$ cat src/rtl/ddr_axi_pkg.sv
`default_nettype none
// +----------------------------------------------------------------------+
// | ddr_axi_pkg : shared AXI burst constants and AR types for DDRSubsys  |
// | Rev 1.0                                                              |
// +----------------------------------------------------------------------+
package ddr_axi_pkg;

    localparam logic [1:0] FIXED = 2'b00;
    localparam logic [1:0] INCR  = 2'b01;
    localparam logic [1:0] WRAP  = 2'b10;

    localparam int DDR_MAX_BEATS = 16;

    typedef struct packed {
        logic [2:0] size;
        logic [1:0] burst;
        logic       lock;
        logic [3:0] cache;
        logic [2:0] prot;
    } ar_beat_t;

    // Sub-burst arlen for a remaining beat count (rem is 1..256).
    function automatic logic [3:0] sub_len(input logic [8:0] rem);
        return (rem > 9'(DDR_MAX_BEATS)) ? 4'hF : 4'(rem - 9'd1);
    endfunction

endpackage

`default_nettype wire

$ cat src/rtl/ddr_flag_fifo.sv
`default_nettype none
// +----------------------------------------------------------------------+
// | ddr_flag_fifo : 1-bit synchronous FIFO of per-sub-burst final flags  |
// | Rev 1.0                                                              |
// +----------------------------------------------------------------------+
module ddr_flag_fifo #(
    parameter int MAX_OUT = 8
) (
    input  logic clk,
    input  logic rst_n,
    input  logic i_push,
    input  logic i_din,
    input  logic i_pop,
    output logic o_dout,
    output logic o_full,
    output logic o_afull,
    output logic o_empty
);

    localparam int PTR_W = $clog2(MAX_OUT);

    logic [MAX_OUT-1:0] r_mem;
    logic [PTR_W:0]     r_wr_ptr;
    logic [PTR_W:0]     r_rd_ptr;
    logic [PTR_W:0]     w_count;

    // Extra pointer bit distinguishes full from empty.
    assign w_count = r_wr_ptr - r_rd_ptr;
    assign o_full  = (w_count == (PTR_W+1)'(MAX_OUT));
    assign o_afull = (w_count == (PTR_W+1)'(MAX_OUT - 1));
    assign o_empty = (w_count == '0);
    assign o_dout  = r_mem[r_rd_ptr[PTR_W-1:0]];

    always_ff @(posedge clk or negedge rst_n) begin
        if (!rst_n) begin
            r_mem    <= '0;
            r_wr_ptr <= '0;
            r_rd_ptr <= '0;
        end else begin
            if (i_push && !o_full) begin
                r_mem[r_wr_ptr[PTR_W-1:0]] <= i_din;
                r_wr_ptr                   <= r_wr_ptr + 1'b1;
            end
            if (i_pop && !o_empty) begin
                r_rd_ptr <= r_rd_ptr + 1'b1;
            end
        end
    end

endmodule

`default_nettype wire

$ cat src/rtl/ddr_ar_splitter.sv
`default_nettype none
// +----------------------------------------------------------------------+
// | ddr_ar_splitter : splits 256-beat AXI read bursts into 16-beat       |
// | sub-bursts for DDRSubsys and merges rlast on the return path. Rev 1.0|
// +----------------------------------------------------------------------+
module ddr_ar_splitter
    import ddr_axi_pkg::*;
#(
    parameter int ADDR_W  = 32,
    parameter int DATA_W  = 64,
    parameter int ID_W    = 8,
    parameter int MAX_OUT = 8
) (
    input  logic              acr_clk,
    input  logic              acr_rst,
    input  logic [ID_W-1:0]   s_arid,
    input  logic [ADDR_W-1:0] s_araddr,
    input  logic [7:0]        s_arlen,
    input  logic [2:0]        s_arsize,
    input  logic [1:0]        s_arburst,
    input  logic              s_arlock,
    input  logic [3:0]        s_arcache,
    input  logic [2:0]        s_arprot,
    input  logic              s_arvalid,
    output logic              s_arready,
    output logic [ID_W-1:0]   s_rid,
    output logic [DATA_W-1:0] s_rdata,
    output logic [1:0]        s_rresp,
    output logic              s_rlast,
    output logic              s_rvalid,
    input  logic              s_rready,
    output logic [ID_W-1:0]   axi_arid,
    output logic [ADDR_W-1:0] axi_araddr,
    output logic [3:0]        axi_arlen,
    output logic [2:0]        axi_arsize,
    output logic [1:0]        axi_arburst,
    output logic              axi_arlock,
    output logic [3:0]        axi_arcache,
    output logic [2:0]        axi_arprot,
    output logic              axi_arvalid,
    input  logic              axi_arready,
    input  logic [ID_W-1:0]   axi_rid,
    input  logic [DATA_W-1:0] axi_rdata,
    input  logic [1:0]        axi_rresp,
    input  logic              axi_rlast,
    input  logic              axi_rvalid,
    output logic              axi_rready
);

    typedef enum logic [0:0] {
        ST_IDLE  = 1'b0,
        ST_ISSUE = 1'b1
    } state_t;

    state_t            r_state, w_state_nxt;
    logic [ADDR_W-1:0] r_addr, w_addr_nxt;
    logic [ID_W-1:0]   r_id, w_id_nxt;
    ar_beat_t          r_beat, w_beat_nxt;
    logic [8:0]        r_rem, w_rem_nxt;
    logic [3:0]        r_len, w_len_nxt;
    logic              r_arvalid, w_arvalid_nxt;

    logic              w_ar_hs, w_final, w_push, w_pop;
    logic              w_fifo_head, w_fifo_full, w_fifo_afull, w_fifo_empty;
    logic              w_full_nxt;
    logic [ADDR_W-1:0] w_size_mask, w_incr_addr;

    assign w_ar_hs = r_arvalid & axi_arready;
    assign w_final = (r_rem <= 9'(DDR_MAX_BEATS));
    assign w_pop   = axi_rvalid & s_rready & axi_rlast;

    // Align down to the beat size, then step one full sub-burst.
    assign w_size_mask = (ADDR_W'(1) << r_beat.size) - ADDR_W'(1);
    assign w_incr_addr = (r_addr & ~w_size_mask) + (ADDR_W'(DDR_MAX_BEATS) << r_beat.size);

    always_comb begin
        w_state_nxt = r_state;
        w_addr_nxt  = r_addr;
        w_id_nxt    = r_id;
        w_beat_nxt  = r_beat;
        w_rem_nxt   = r_rem;
        w_len_nxt   = r_len;
        w_push      = 1'b0;
        case (r_state)
            ST_IDLE: begin
                if (s_arvalid) begin
                    w_addr_nxt  = s_araddr;
                    w_id_nxt    = s_arid;
                    w_beat_nxt  = '{size: s_arsize, burst: s_arburst, lock: s_arlock,
                                    cache: s_arcache, prot: s_arprot};
                    w_rem_nxt   = {1'b0, s_arlen} + 9'd1;
                    w_len_nxt   = sub_len({1'b0, s_arlen} + 9'd1);
                    w_state_nxt = ST_ISSUE;
                end
            end
            ST_ISSUE: begin
                if (w_ar_hs) begin
                    w_push = 1'b1;
                    if (w_final) begin
                        w_state_nxt = ST_IDLE;
                    end else begin
                        w_rem_nxt  = r_rem - 9'(DDR_MAX_BEATS);
                        w_len_nxt  = sub_len(r_rem - 9'(DDR_MAX_BEATS));
                        w_addr_nxt = (r_beat.burst == INCR) ? w_incr_addr : r_addr;
                    end
                end
            end
            default: w_state_nxt = ST_IDLE;
        endcase
    end

    // Valid is only raised when the flag FIFO will have room next cycle,
    // and once raised it is held until the handshake.
    always_comb begin
        w_full_nxt    = w_fifo_full ? (!w_pop || w_push)
                                    : (w_fifo_afull && w_push && !w_pop);
        w_arvalid_nxt = (w_state_nxt == ST_ISSUE) &&
                        ((r_arvalid && !axi_arready) || !w_full_nxt);
    end

    always_ff @(posedge acr_clk or negedge acr_rst) begin
        if (!acr_rst) begin
            r_state   <= ST_IDLE;
            r_addr    <= '0;
            r_id      <= '0;
            r_beat    <= '0;
            r_rem     <= '0;
            r_len     <= '0;
            r_arvalid <= 1'b0;
        end else begin
            r_state   <= w_state_nxt;
            r_addr    <= w_addr_nxt;
            r_id      <= w_id_nxt;
            r_beat    <= w_beat_nxt;
            r_rem     <= w_rem_nxt;
            r_len     <= w_len_nxt;
            r_arvalid <= w_arvalid_nxt;
        end
    end

    ddr_flag_fifo #(
        .MAX_OUT (MAX_OUT)
    ) u_flag_fifo (
        .clk     (acr_clk),
        .rst_n   (acr_rst),
        .i_push  (w_push),
        .i_din   (w_final),
        .i_pop   (w_pop),
        .o_dout  (w_fifo_head),
        .o_full  (w_fifo_full),
        .o_afull (w_fifo_afull),
        .o_empty (w_fifo_empty)
    );

    assign s_arready   = (r_state == ST_IDLE);
    assign axi_arid    = r_id;
    assign axi_araddr  = r_addr;
    assign axi_arlen   = r_len;
    assign axi_arsize  = r_beat.size;
    assign axi_arburst = r_beat.burst;
    assign axi_arlock  = r_beat.lock;
    assign axi_arcache = r_beat.cache;
    assign axi_arprot  = r_beat.prot;
    assign axi_arvalid = r_arvalid;

    assign s_rvalid   = axi_rvalid;
    assign axi_rready = s_rready;
    assign s_rid      = axi_rid;
    assign s_rdata    = axi_rdata;
    assign s_rresp    = axi_rresp;
    assign s_rlast    = axi_rlast & w_fifo_head;

    a_r_needs_flag: assert property (@(posedge acr_clk) disable iff (!acr_rst)
                                     axi_rvalid |-> !w_fifo_empty);

endmodule

`default_nettype wire

$ cat config.mk
export PLATFORM = sky130hd
export DESIGN_NAME = ddr_ar_splitter
export DESIGN_NICKNAME = d
export VERILOG_FILES = /design/src/rtl/ddr_axi_pkg.sv /design/src/rtl/ddr_flag_fifo.sv /design/src/rtl/ddr_ar_splitter.sv
export SDC_FILE = /design/constraint.sdc
export NUM_CORES = 1
export LEC_CHECK = 0
export CAP_MARGIN = 20
export CORE_ASPECT_RATIO = 1.25
export CORE_MARGIN = 1.5
export CORE_UTILIZATION = 38
export DETAILED_ROUTE_END_ITERATION = 16
export PLACE_DENSITY = 0.75
export SLEW_MARGIN = 20
export SYNTH_ARGS = -nofsm -noshare
export SYNTH_HDL_FRONTEND = slang
export SYNTH_SLANG_ARGS = --single-unit
$ cat constraint.sdc
create_clock -name acr_clk -period 3.7 [get_ports acr_clk]
set_input_delay 0.37 -clock acr_clk [delete_from_list [all_inputs] [get_ports acr_clk]]
set_output_delay 0.37 -clock acr_clk [all_outputs]
set_load 0.01 [all_outputs]
==> results.sh, run 1 <==
export IMPL_period_needed_ns=3.54
export IMPL_hold_viol=0
export IMPL_chipHeight_um=144
export IMPL_hpwl_um=11400
export IMPL_ys_seq_area_share_pct=35.0
export IMPL_cp_top_family="compound AO/OA/AOI/OAI gates"
export IMPL_viasPerCell=5.27
export IMPL_die_x_um=115
export IMPL_drv_slew=0
export IMPL_synth_distinct_cells=76
export IMPL_route_detailed_drc=0
export IMPL_synth_area_per_cell_um2=8.70
export IMPL_crit_top_cell="ha_1"
export IMPL_synthesis_area_mm2=0.00600
export IMPL_grt_usage_pct=19.4
export IMPL_diodes=0
export IMPL_crit_fanout=6
export IMPL_start_util_pct=38.7
export IMPL_cp_slowest_cell="or3b_4"
export IMPL_vdd_drop_max_mv=0.316
export IMPL_grt_pass1_wl_um=25300
export IMPL_core_area_mm2=0.0155
export IMPL_critPathLaunch="axi_arsize[1]"
export IMPL_ys_warn_count=0
export IMPL_clock_latency_ns=0.34
export IMPL_dr_total_vias=5040
export IMPL_place_area_mm2=0.00698
export IMPL_synth_area_top_cells="dfrtp_1 35%, buf_4 9.5%, nand2_1 7.1%"
export IMPL_rsz0062_at_grt="yes"
export IMPL_cts_made_buffers=9
export IMPL_final_util_pct=47.2
export IMPL_power_density_mw_per_mm2=793
export IMPL_fill_cells=1472
export IMPL_relSlewSlack_pct=39.6
export IMPL_p_leak_nw=3.08
export IMPL_ff2ff_path_depth=16
export IMPL_postRouteAntennaNets=0
export IMPL_antenna_found_initial=0
export IMPL_worstPathArrival_ns=3.74
export IMPL_fmax_mhz=283
export IMPL_crit_type="reg2reg"
export IMPL_die_area_mm2=0.0166
export IMPL_postSynthCellCount=690
export IMPL_finalSetupViolations=0
export IMPL_grt_max_degree=67
export IMPL_portBuffers=129
export IMPL_cts_buffer_depth=2
export IMPL_synth_area_leader_cell="dfrtp_1"
export IMPL_synth_async_reset_ratio_pct=100
export IMPL_synth_commonest_cells="114 x nand2_1, 84 x dfrtp_1, 76 x buf_4"
export IMPL_min_path_type="in2async"
export IMPL_outcome="finished clean"
export IMPL_gp_congestion=0.852
export IMPL_wl_um=15800
export IMPL_cp_num_buf_inv=2
export IMPL_syn_to_final_growth_pct=21.9
export IMPL_cts_htree_levels=3
export IMPL_crit_path_end="axi_araddr[28]"
export IMPL_clk_pin_slew_worst_paths_ns=0.07
export IMPL_period_share_pct=95.7
export IMPL_synth_most_common_cell="nand2_1"
export IMPL_fin_tns_setup_ns=0
export IMPL_slowest_delay_ns=0.43
export IMPL_synthFlopType="dfrtp_1"
export IMPL_synth_seq_cells=84
export IMPL_postCtsHoldBufs=0
export IMPL_cp_depth=16
export IMPL_worst_slew_pin_transition_ns=0.905
export IMPL_final_nets=903
export IMPL_syn_nets=854
export IMPL_num_io_pins=278
export IMPL_rows=51
export IMPL_cap_violations=0
export IMPL_wl_per_cell_um=16.5
export IMPL_start_kind="register"
export IMPL_drtIter0Drc=205
export IMPL_first_pass_iters=5
export IMPL_synth_top_area_share_pct=35.0
export IMPL_skew_ns=0.0135
export IMPL_cts_root_buf="clkbuf_16"
export IMPL_overflow=0
export IMPL_grt_pass1_vias=4944
export IMPL_cts_tree="built"
export IMPL_crit_path_end_kind="register"
export IMPL_clkSinkCount=84
export IMPL_cp_required_ns=3.90
export IMPL_path_cells="or3b_4 > ha_1 > buf_4 > nor3_1 > a21o_1 > a21oi_1 > ha_1 > inv_1 > fa_2 > nor2b_4 > o31ai_4 > a31oi_4 > o2111ai_4 > nor2_2 > a221oi_2 > o311ai_1"
export IMPL_r2r_slack_ns=0.16
export IMPL_synth_edf_count=0
export IMPL_rr_startpoint="axi_arsize[1]"
export IMPL_rr_endpoint="axi_araddr[28]"
export IMPL_drive_above_1_share_pct=9.54
export IMPL_postCtsSetupBuffers=0
export IMPL_final_area_mm2=0.00732
final cells by class:
cell class | instances | area (µm²) | area share, %
multi-input combinational | 474 | 3170 | 43.3
clock buffer | 11 | 233 | 3.18
clock inverter | 5 | 38.8 | 0.530
inverter | 22 | 82.6 | 1.13
tap | 212 | 265 | 3.62
sequential | 84 | 2100 | 28.7
timing repair buffer | 148 | 1430 | 19.6
flip-flops by register name (all words and copies together) (netlist names), 2 cells and up:
signal                flops
axi_arlen                 4
u_flag_fifo.r_mem         8
axi_arsize                3
axi_arid                  8
r_rem                     9
axi_arcache               4
u_flag_fifo.r_wr_ptr      4
u_flag_fifo.r_rd_ptr      4
axi_araddr               32
axi_arprot                3
axi_arburst               2
worst min-delay path by stage:
stage | from | endpoint | depth (start not counted)
global placement | axi_arid[6] | axi_arid[6] | 2
floorplan | acr_rst | axi_araddr[0] | 0
detailed placement | axi_arid[2] | axi_arid[2] | 2
CTS | acr_rst | axi_araddr[6] | 1
global route | acr_rst | axi_arsize[1] | 1
finish | acr_rst | axi_araddr[6] | 1
report_power, final:
part,total (W),internal [W],switching (W)
Combinational,0.00321,0.00153,0.00167
Clock,0.000843,0.000457,0.000386
Sequential,0.00175,0.00131,0.000444
placed cells by master (no fill, tap or decap), drive strengths merged, types with 4 or more instances in the layout:
cell type      synthesis  final
or3                    7      7
clkinvlp               0      4
o211ai                 6      6
mux2                   9      9
nor2b                  7      7
nand2                115    115
nor3b                  4      4
o22ai                  7      7
ha                    20     20
nand2b                 7      7
a21o                   8      8
inv                   22     22
a211oi                 5      5
mux2i                  8      8
nor3                  11     11
a22o                   4      4
a21oi                 38     38
a211o                  5      5
buf                   85     20
and3                  10     10
xnor2                 12     12
o21ai                 38     38
clkdlybuf4s50          0    128
xor2                  14     14
dfrtp                 84     84
nor2                  35     35
nand4                  8      8
clkbuf                25     11
a221oi                 8      8
nand3                 26     26
routing by layer:
metal  wire (µm)  track usage [%]  up-vias
met5           0                0        -
met4         354             7.08        0
met3         789             3.67       36
met2        8260             35.4      136
met1        6400             22.4     2414
li1            -                -     2454
worst reg2reg max path, stage by stage, from the launching register on:
cell and delay [ns]:
dfrtp_1 0.42, or3b_4 0.43, ha_1 0.24, buf_4 0.16
nor3_1 0.18, a21o_1 0.10, a21oi_1 0.06, ha_1 0.21
inv_1 0.10, fa_2 0.24, nor2b_4 0.06, o31ai_4 0.22
a31oi_4 0.17, o2111ai_4 0.30, nor2_2 0.10, a221oi_2 0.27
o311ai_1 0.13
cell families (layout without fill, tap and decap cells):
| kind of cell | count (synthesis) | in the layout | synth area share (%) |
|---|---|---|---|
| AOI/OAI and AO/OA | 154 | 154 | 18.2 |
| xor gates and xnor gates | 26 | 26 | 4.11 |
| adders and majority gates | 22 | 22 | 4.83 |
| buffers and inverters | 132 | 186 | 13.5 |
| DFF | 84 | 84 | 35.0 |
| muxes | 19 | 19 | 3.77 |
| and+or+nand+nor | 253 | 253 | 20.7 |
repair_timing:
action                                 4_1_cts  5_1_grt
gates resized for setup                      0       13
endpoints found under the hold margin        0        0
setup endpoints to repair                    0       21
stage by stage:
| step | worst slack (ns) | hold slack [ns] | cells | power (W) |
|---|---|---|---|---|
| 3_5_place_dp | 0.0495 | 0.462 | 940 | 0.00494 |
| 5_1_grt | -0.0196 | 0.240 | 956 | 0.00630 |
| 2_1_floorplan | 0.0129 | 0.0744 | 690 | 0.00377 |
| 3_3_place_gp | 0.137 | 0.457 | 940 | 0.00487 |
| 4_1_cts | 0.0192 | 0.208 | 956 | 0.00581 |
| 6_report | 0.160 | 0.161 | 956 | 0.00580 |
Note: power is estimated with default switching activity, not from simulation.
==> inputs of run 2 (changes only) <==
TNS_END_PERCENT = 5   (was not set)
==> run 2 against run 1 <==
Routed wire length shrank 0.49%. Clock skew shrank 0.0011 ns. Utilization is 0.16 points lower. Worst setup slack lost 0.0026 ns. Sequential share of layout area increased by 0.099 points. Design area fell by 0.34%. Combinational power is essentially flat. Total power down 0.51%. Hold slack better by 0.00071 ns. Largest power group unchanged.
==> results.sh, run 2 (synthesis gave the netlist of run 1 again) <==
export IMPL_finalSetupViolations=0
export IMPL_drv_slew=0
export IMPL_worst_slew_pin_transition_ns=0.901
export IMPL_start_kind="register"
export IMPL_rows=51
export IMPL_grt_pass1_vias=4944
export IMPL_relSlewSlack_pct=39.9
export IMPL_outcome="finished clean"
export IMPL_viasPerCell=5.29
export IMPL_dr_total_vias=5060
export IMPL_diodes=0
export IMPL_clock_latency_ns=0.34
export IMPL_layout_cells_non_filler=956
export IMPL_combPwrFrac_pct=55.1
export IMPL_swShare_pct=43.0
export IMPL_min_path_type="in2async"
export IMPL_route_detailed_drc=0
export IMPL_grt_max_degree=67
export IMPL_internal_power_w=0.00329
export IMPL_clkSinkCount=84
export IMPL_drtIter0Drc=226
export IMPL_layout_common_cells="128 x clkdlybuf4s50_1, 114 x nand2_1, 84 x dfrtp_1"
export IMPL_fin_ws_ns=0.158
export IMPL_crit_path_end_kind="register"
export IMPL_num_io_pins=278
export IMPL_skew_ns=0.0124
export IMPL_core_area_mm2=0.0155
export IMPL_cts_htree_levels=3
export IMPL_final_util_pct=47.0
export IMPL_vdd_drop_max_mv=0.316
export IMPL_postCtsSetupBuffers=0
export IMPL_power_density_mw_per_mm2=791
export IMPL_postCtsHoldBufs=0
export IMPL_crit_type="reg2reg"
export IMPL_first_pass_iters=5
export IMPL_cts_buffer_depth=2
export IMPL_overflow=0
export IMPL_place_inst=940
export IMPL_die_x_um=115
export IMPL_crit_fanout=6
export IMPL_chipHeight_um=144
export IMPL_seqPwrFrac_pct=30.4
export IMPL_period_share_pct=95.7
export IMPL_grt_pass1_wl_um=25300
export IMPL_fmax_mhz=282
export IMPL_period_needed_ns=3.54
export IMPL_die_area_mm2=0.0166
export IMPL_netSwitchingPower_w=0.00248
export IMPL_cp_required_ns=3.93
export IMPL_antenna_found_initial=0
export IMPL_largest_register_ffs=32
export IMPL_syn_to_final_growth_pct=21.5
export IMPL_gp_congestion=0.852
export IMPL_drive_above_1_share_pct=9.01
export IMPL_cts_tree="built"
export IMPL_final_nets=903
export IMPL_place_area_mm2=0.00698
export IMPL_cts_made_buffers=9
export IMPL_grt_usage_pct=19.4
export IMPL_rsz0062_at_grt="yes"
export IMPL_wl_um=15700
export IMPL_hpwl_um=11400
export IMPL_portBuffers=129
export IMPL_post_place_ws_ns=0.0495
export IMPL_clkPwrFrac_pct=14.5
export IMPL_wl_per_cell_um=16.4
export IMPL_worstPathArrival_ns=3.78
export IMPL_p_leak_nw=3.08
export IMPL_final_common_cell="clkdlybuf4s50_1"
export IMPL_cts_root_buf="clkbuf_16"
export IMPL_final_area_mm2=0.00729
export IMPL_postRouteAntennaNets=0
export IMPL_clk_pin_slew_worst_paths_ns=0.07
export IMPL_start_util_pct=38.7
export IMPL_hold_viol=0
export IMPL_cap_violations=0
==> run 2: cell counts in the layout (fill, tap and decap cells not counted) <==
No cell type changed its count.
==> run 2: final cells by class <==
cell class | count | area [µm²]
repair buffers | 148 | 1430
clock inverters | 5 | 38.8
clock buffers | 11 | 233
inverters | 22 | 82.6
well taps | 212 | 265
fillers | 1485 | 8210
flip-flops and latches | 84 | 2100
multi-input cells | 474 | 3140
==> run 2: path summary, 6_finish.rpt <==
path                               start              to  slack (ns)  cells past startpoint
hold / removal                   acr_rst   axi_araddr[6]        0.16                      1
max in group asynchronous        acr_rst     axi_arid[3]        2.72                      2
min in group acr_clk         axi_arid[6]     axi_arid[6]        0.47                      2
setup reg to reg           axi_arsize[0]  axi_araddr[28]        0.16                     12
hold reg to reg              axi_arid[6]     axi_arid[6]        0.47                      2
setup / recovery           axi_arsize[0]  axi_araddr[28]        0.16                     12
==> run 2: what timing repair did <==
item / in CTS / in global routing
endpoints found under the hold margin: 0 / 0
gates resized for setup: 0 / 7
endpoints found under the setup margin: 0 / 21
==> run 2: layer usage <==
| layer | part of all wire [%] | wire length (µm) | global-route usage [%] |
|---|---|---|---|
| met1 | 40 | 6340 | 22.4 |
| met2 | 52 | 8210 | 35.4 |
| met3 | 5.1 | 795 | 3.67 |
| met4 | 2.4 | 382 | 7.08 |
| met5 | 0 | 0 | 0 |
==> run 2: stage by stage <==
step	setup TNS (ns)	hold slack [ns]	total power (W)
finish	0	0.161	0.00577
global route	-0.142	0.240	0.00628
CTS	0	0.208	0.00581
detailed placement	0	0.462	0.00494
global placement	0	0.457	0.00487
floorplan	0	0.0744	0.00377
==> run 2: power groups by stage <==
stage          clock, W  combinational (W)  sequential [W]
3_5_place_dp          0            0.00317         0.00176
3_3_place_gp          0            0.00312         0.00175
2_1_floorplan         0            0.00201         0.00176
6_report       0.000838            0.00318         0.00175
4_1_cts        0.000867            0.00319         0.00175
5_1_grt        0.000906            0.00355         0.00182
==> run 2: critical path: stages (launching register included) <==
cell and delay (ns):
dfrtp_1 0.41, or3b_4 0.26, ha_1 0.19, buf_4 0.15, or3b_1 0.40, and2_1 0.19
ha_1 0.38, o21ai_0 0.11, a211o_1 0.35, a31oi_4 0.22, o2111ai_4 0.17, or3_1 0.38
o311ai_1 0.23
==> patch 1: new RTL, config.mk and constraints of run 2 <==
Take the reset off `r_addr` and `r_id` and load them in a clocked block of their own.
--- a/src/rtl/ddr_ar_splitter.sv
+++ b/src/rtl/ddr_ar_splitter.sv
@@ -122,6 +122,4 @@
         if (!acr_rst) begin
             r_state   <= ST_IDLE;
-            r_addr    <= '0;
-            r_id      <= '0;
             r_beat    <= '0;
             r_rem     <= '0;
@@ -130,6 +128,4 @@
         end else begin
             r_state   <= w_state_nxt;
-            r_addr    <= w_addr_nxt;
-            r_id      <= w_id_nxt;
             r_beat    <= w_beat_nxt;
             r_rem     <= w_rem_nxt;
@@ -137,4 +133,9 @@
             r_arvalid <= w_arvalid_nxt;
         end
+    end
+
+    always_ff @(posedge acr_clk) begin
+        r_addr <= w_addr_nxt;
+        r_id   <= w_id_nxt;
     end
 
Check against the original RTL: not equivalent (Yosys sat finds a counterexample within 4 cycles, from zero or initial values and one cycle with acr_rst low).
==> patch 1 against run 2 <==
  * Combinational power up 4%
  * Cell area down 2.7%
  * Power up 6.9%
  * Synthesized cell count down 14%
  * Clock power up 16%
  * Non-clock buffer count down 7
  * Global-route usage down 2.2 points
  * Via count down 13%
  * Synthesized area down 2.9%
  * Setup slack better by 0.048 ns
  * Sequential cell count unchanged
  * Routed wire length down 12%
  * Maximum frequency up 1.4%
==> patch 1: results (changes against run 2) <==
| Metric | Value |
|---|---|
| Met3 Use GR | 5.639% (+2.0 points) |
| Post-CTS Setup Bufs | 0 (unchanged) |
| Adder and majority cell fraction of the synthesized area | 4.981% (+0.15 points) |
| Status | complete, no violations |
| Max IR drop VDD | 0.0003918 V (+24%) |
| Sw Share | 41.14% (-1.9 points) |
| EDFF count, synth | 40 (+40) |
| GR Layer Usage met1 | 19.20% (-3.2 points) |
| Met1 wire length | 5410 um (-15%) |
| Number of fill cells in the layout | 1418 (-4.5%) |
| P_comb | 0.00332 W (+4%) |
| Crit path from | axi_arsize[1]$_DFFE_PN0P_ |
| Synth Flop Type | dfrtp_1 |
| Clock Skew | 0.008845 ns (-0.003543 ns) |
| Met3 WL post-DR | 1037 um (+30%) |
| XOR/XNOR Fraction of Synth Area | 7.364% (+3.3 points) |
| Nets | 806 (-11%) |
| Pwr dens | 869.9 mW/mm2 (+9.9%) |
| Total track usage | 17.22% (-2.2 points) |
| Clk power | 0.000969 W (+16%) |
| Final wirelength | 13840 um (-12%) |
| CP max FO | 10 (+4) |
| Met2 Track Usage GR | 30.09% (-5.3 points) |
| Leak | 2.782 nW (-9.8%) |
| Clock root buffer | clkbuf_16 |
| H-tree depth reported by CTS | 3 (unchanged) |
| Dpl ws | 0.07950 ns (+0.03003 ns) |
| Largest net degree at the start of global routing | 50 (-25%) |
| Seq/Total Area, Yosys | 39.50% (+4.5 points) |
| Iter 0 DRT Violations | 290 (+28%) |
| Leading post-synthesis cells by cell area | edfxtp_1 (21%), dfrtp_1 (19%), buf_4 (10%) |
| Routed wire length on met2 | 7054 um (-14%) |
| Final HPWL DP | 10300 um (-9.7%) |
| Worst Hold Class | in2async |
| Max reg flops | 32 (unchanged) |
| Slew headroom | 55.07% (+15 points) |
| Routability cong. | 0.8860 (+4.0%) |
| Post-Place Cell Area | 0.006748 mm2 (-3.3%) |
| Compound-Gate Fraction of Synth Area | 12.75% (-5.4 points) |
| Most common library cells after synthesis | buf_4 (79), dfrtp_1 (44), nand2_1 (44), a21oi_1 (42), nor2_1 (41) |
| Vias per inst | 5.333 (+0.76%) |
| First-pass GRT wire length | 21830 um (-14%) |
| Ant. Diodes | 0 (unchanged) |
| Distinct cells, synth | 65 (-14%) |
| Routed vias | 4421 (-13%) |
| I/O Buffers | 129 (unchanged) |
| Mux contribution to synthesized area | 5.925% (+2.2 points) |
| Largest delay share family, worst path | adder cells |
| DR top layer | met4 |
| Slowest CP cell | or3b_2 |
| Total nets after synthesis | 758 (-11%) |
| Cell Rows | 50 (-2.0%) |
| Fraction of registers with async set/reset | 52.38% (-48 points) |
| TritonRoute pass-1 iters | 5 (unchanged) |
| CP max stage delay | 0.53 ns (+0.12 ns) |
| Avg Cell Area, Syn | 9.812 um2 (+13%) |
| Share of layout cells above drive strength 1 | 12.98% (+4.0 points) |
| Skew-Pair Late Insertion Delay | 0.35 ns |
==> patch 1: worst paths after layout <==
kind                                                        to  slack (ns)  cells after the start
max in group asynchronous                    r_state$_DFF_PN0_        3.29                      1
setup / recovery                      axi_araddr[16]$_DFFE_PP_        0.21                     14
hold / removal             u_flag_fifo.r_rd_ptr[0]$_DFFE_PN0P_       0.009                      1
min in group acr_clk                  axi_arlen[1]$_DFFE_PN0P_        0.48                      1
hold reg to reg                       axi_arlen[1]$_DFFE_PN0P_        0.48                      1
setup reg to reg                      axi_araddr[16]$_DFFE_PP_        0.21                     14
==> patch 1: cell type report <==
type / instances / area, um2 / area share (%)
Timing Repair Buffer: 141 / 1379 / 19.43
Clock inverter: 7 / 87.58 / 1.234
Multi-Input combinational cell: 385 / 2794 / 39.38
Inverter: 21 / 78.83 / 1.111
Sequential cell: 84 / 2303 / 32.46
Clock buffer: 9 / 225.2 / 3.174
Tap cell: 182 / 227.7 / 3.209
==> patch 2: new RTL, settings of run 2 <==
Without the edit above. Change the parameter `ID_W` from 8 to 10.
--- a/src/rtl/ddr_ar_splitter.sv
+++ b/src/rtl/ddr_ar_splitter.sv
@@ -9,5 +9,5 @@
     parameter int ADDR_W  = 32,
     parameter int DATA_W  = 64,
-    parameter int ID_W    = 8,
+    parameter int ID_W    = 10,
     parameter int MAX_OUT = 8
 ) (
Ports: changed (resized axi_arid, axi_rid, s_arid and s_rid); port bits go from 278 to 286. The function was not compared with the original's and may differ.
==> patch 2 against run 2 <==
  * Setup slack lost 0.10 ns
  * Via count is 3.9% higher
  * Synthesized area increased by 0.88%
  * Highest routed layer unchanged
  * Non-clock buffer count increased by 14
  * Largest cell class unchanged
  * Combinational power decreased by 14%
  * Sequential cell count increased by 2
  * Largest power group unchanged
  * Power fell by 7.2%
  * Cell area is 2.8% higher
  * Critical endpoint unchanged
  * Routed wire length rose by 5.4%
==> patch 2: results (changes against run 2) <==
| Metric | Value |
|---|---|
| Share of layout cells above drive strength 1 | 10.65% (+1.6 points) |
| Met3 Use GR | 4.359% (+0.69 points) |
| Skew-Pair Late Insertion Delay | 0.36 ns (+0.02 ns) |
| Finished Layout Cells | 982 (+2.7%) |
| Fraction of registers with async set/reset | 100.0% (unchanged) |
| Vias in the first global route | 5143 (+4.0%) |
| TritonCTS Buffers | 9 (unchanged) |
| CP max FO | 5 (-1) |
| Met3 WL post-DR | 914 um (+15%) |
| Routed wire length on met2 | 8375 um (+2.0%) |
| YS warnings | 0 (unchanged) |
| Most common library cells after synthesis | nand2_1 (116), dfrtp_1 (86), buf_4 (79), o21ai_0 (38), a21oi_1 (36) |
| Seq/Total Area, Yosys | 35.53% (+0.52 points) |
| Routability cong. | 0.8766 (+2.9%) |
| Iter 0 DRT Violations | 290 (+28%) |
| Total track usage | 20.17% (+0.76 points) |
| Clock Skew | 0.008107 ns (-0.004281 ns) |
| Dpl ws | -0.01275 ns (-0.06221 ns) |
| Leak | 3.161 nW (+2.5%) |
| Compound-Gate Fraction of Synth Area | 18.14% (-0.034 points) |
| # hold bufs at CTS | 0 (unchanged) |
| Mux contribution to synthesized area | 3.904% (+0.13 points) |
| Adder and majority cell fraction of the synthesized area | 5.329% (+0.50 points) |
| Met2 Track Usage GR | 35.08% (-0.30 points) |
| Post-Place Cell Area | 0.007138 mm2 (+2.3%) |
| Final wirelength | 16570 um (+5.4%) |
| Nets | 933 (+3.3%) |
| TritonRoute pass-1 iters | 4 (-1) |
| CP max stage delay | 0.48 ns (+0.07 ns) |
| Worst-Margin Slew | 0.9175 ns (+0.01645 ns) |
| Slowest CP cell | or4_4 |
| Hold_ws | 0.1192 ns (-0.04231 ns) |
| R2r setup slk | 0.05 ns (-0.10 ns) |
| Final HPWL DP | 11950 um (+4.8%) |
| Reg-to-reg startpoint | axi_arsize[1]$_DFFE_PN0P_ |
| I/O Buffers | 133 (+3.1%) |
| Largest delay share family, worst path | compound AO/OA/AOI/OAI gates |
| Leading post-synthesis cells by cell area | dfrtp_1 (36%), buf_4 (9.8%), nand2_1 (7.2%) |
| Avg Cell Area, Syn | 8.543 um2 (-1.8%) |
| XOR/XNOR Fraction of Synth Area | 3.760% (-0.35 points) |
| Worst Hold Class | in2async |
| H-tree depth reported by CTS | 3 (unchanged) |
| Synth Flop Type | dfrtp_1 |
| Met1 wire length | 6651 um (+5.0%) |
| First-pass GRT wire length | 26230 um (+3.7%) |
| Routed vias | 5256 (+3.9%) |
| Max IR drop VDD | 0.0003808 V (+21%) |
| Largest net degree at the start of global routing | 64 (-4.5%) |
| Status | complete, no violations |
| GR Layer Usage met1 | 22.99% (+0.64 points) |
| Clk buf depth | 2 (unchanged) |
| Total nets after synthesis | 877 (+2.7%) |
| Dpl cells | 960 (+2.1%) |
| Worst Reg-to-Reg Cells | 14 (+2) |
## patch 2: power by group
group	internal (W)	switching, W
registers	0.00131	0.000373
logic	0.00138	0.00133
clock network	0.000545	0.000414
## patch 2: what timing repair did
item,4_1_cts,5_1_grt
setup buffers,2,4
resized for setup,0,2
gates cloned,0,0
setup endpoints to repair,1,3
pin swaps,2,4
endpoints found under the hold margin,0,0
## patch 2: worst max path at each step
stage	slack, ns	endpoint	cells after the start	from
floorplan	-0.04	axi_araddr[28]$_DFFE_PN0P_	15	axi_arsize[2]$_DFFE_PN0P_
global placement	0.05	axi_araddr[28]$_DFFE_PN0P_	14	axi_arsize[2]$_DFFE_PN0P_
detailed placement	-0.01	axi_araddr[28]$_DFFE_PN0P_	14	axi_arsize[2]$_DFFE_PN0P_
CTS	0.01	axi_araddr[28]$_DFFE_PN0P_	14	axi_arsize[1]$_DFFE_PN0P_
global route	-0.09	axi_araddr[28]$_DFFE_PN0P_	14	axi_arsize[0]$_DFFE_PN0P_
finish	0.05	axi_araddr[28]$_DFFE_PN0P_	14	axi_arsize[1]$_DFFE_PN0P_
## patch 2: area by class of cell
cell class | count | area [um2]
inverter | 26 | 97.59
multi-input combinational | 480 | 3128
tap | 212 | 265.3
clock inverter | 6 | 71.32
fill | 1519 | 8069
timing repair buffer | 162 | 1546
clock buffer | 10 | 239.0
sequential | 86 | 2153
## patch 2: cell families after synthesis
logic type / count (synthesis)
AND/OR/NAND/NOR: 247
buffers and inverters: 143
adder cells (fa/ha/maj): 25
flip-flops: 86
AO/OA/AOI/OAI: 162
multiplexers: 20
XOR/XNOR: 26
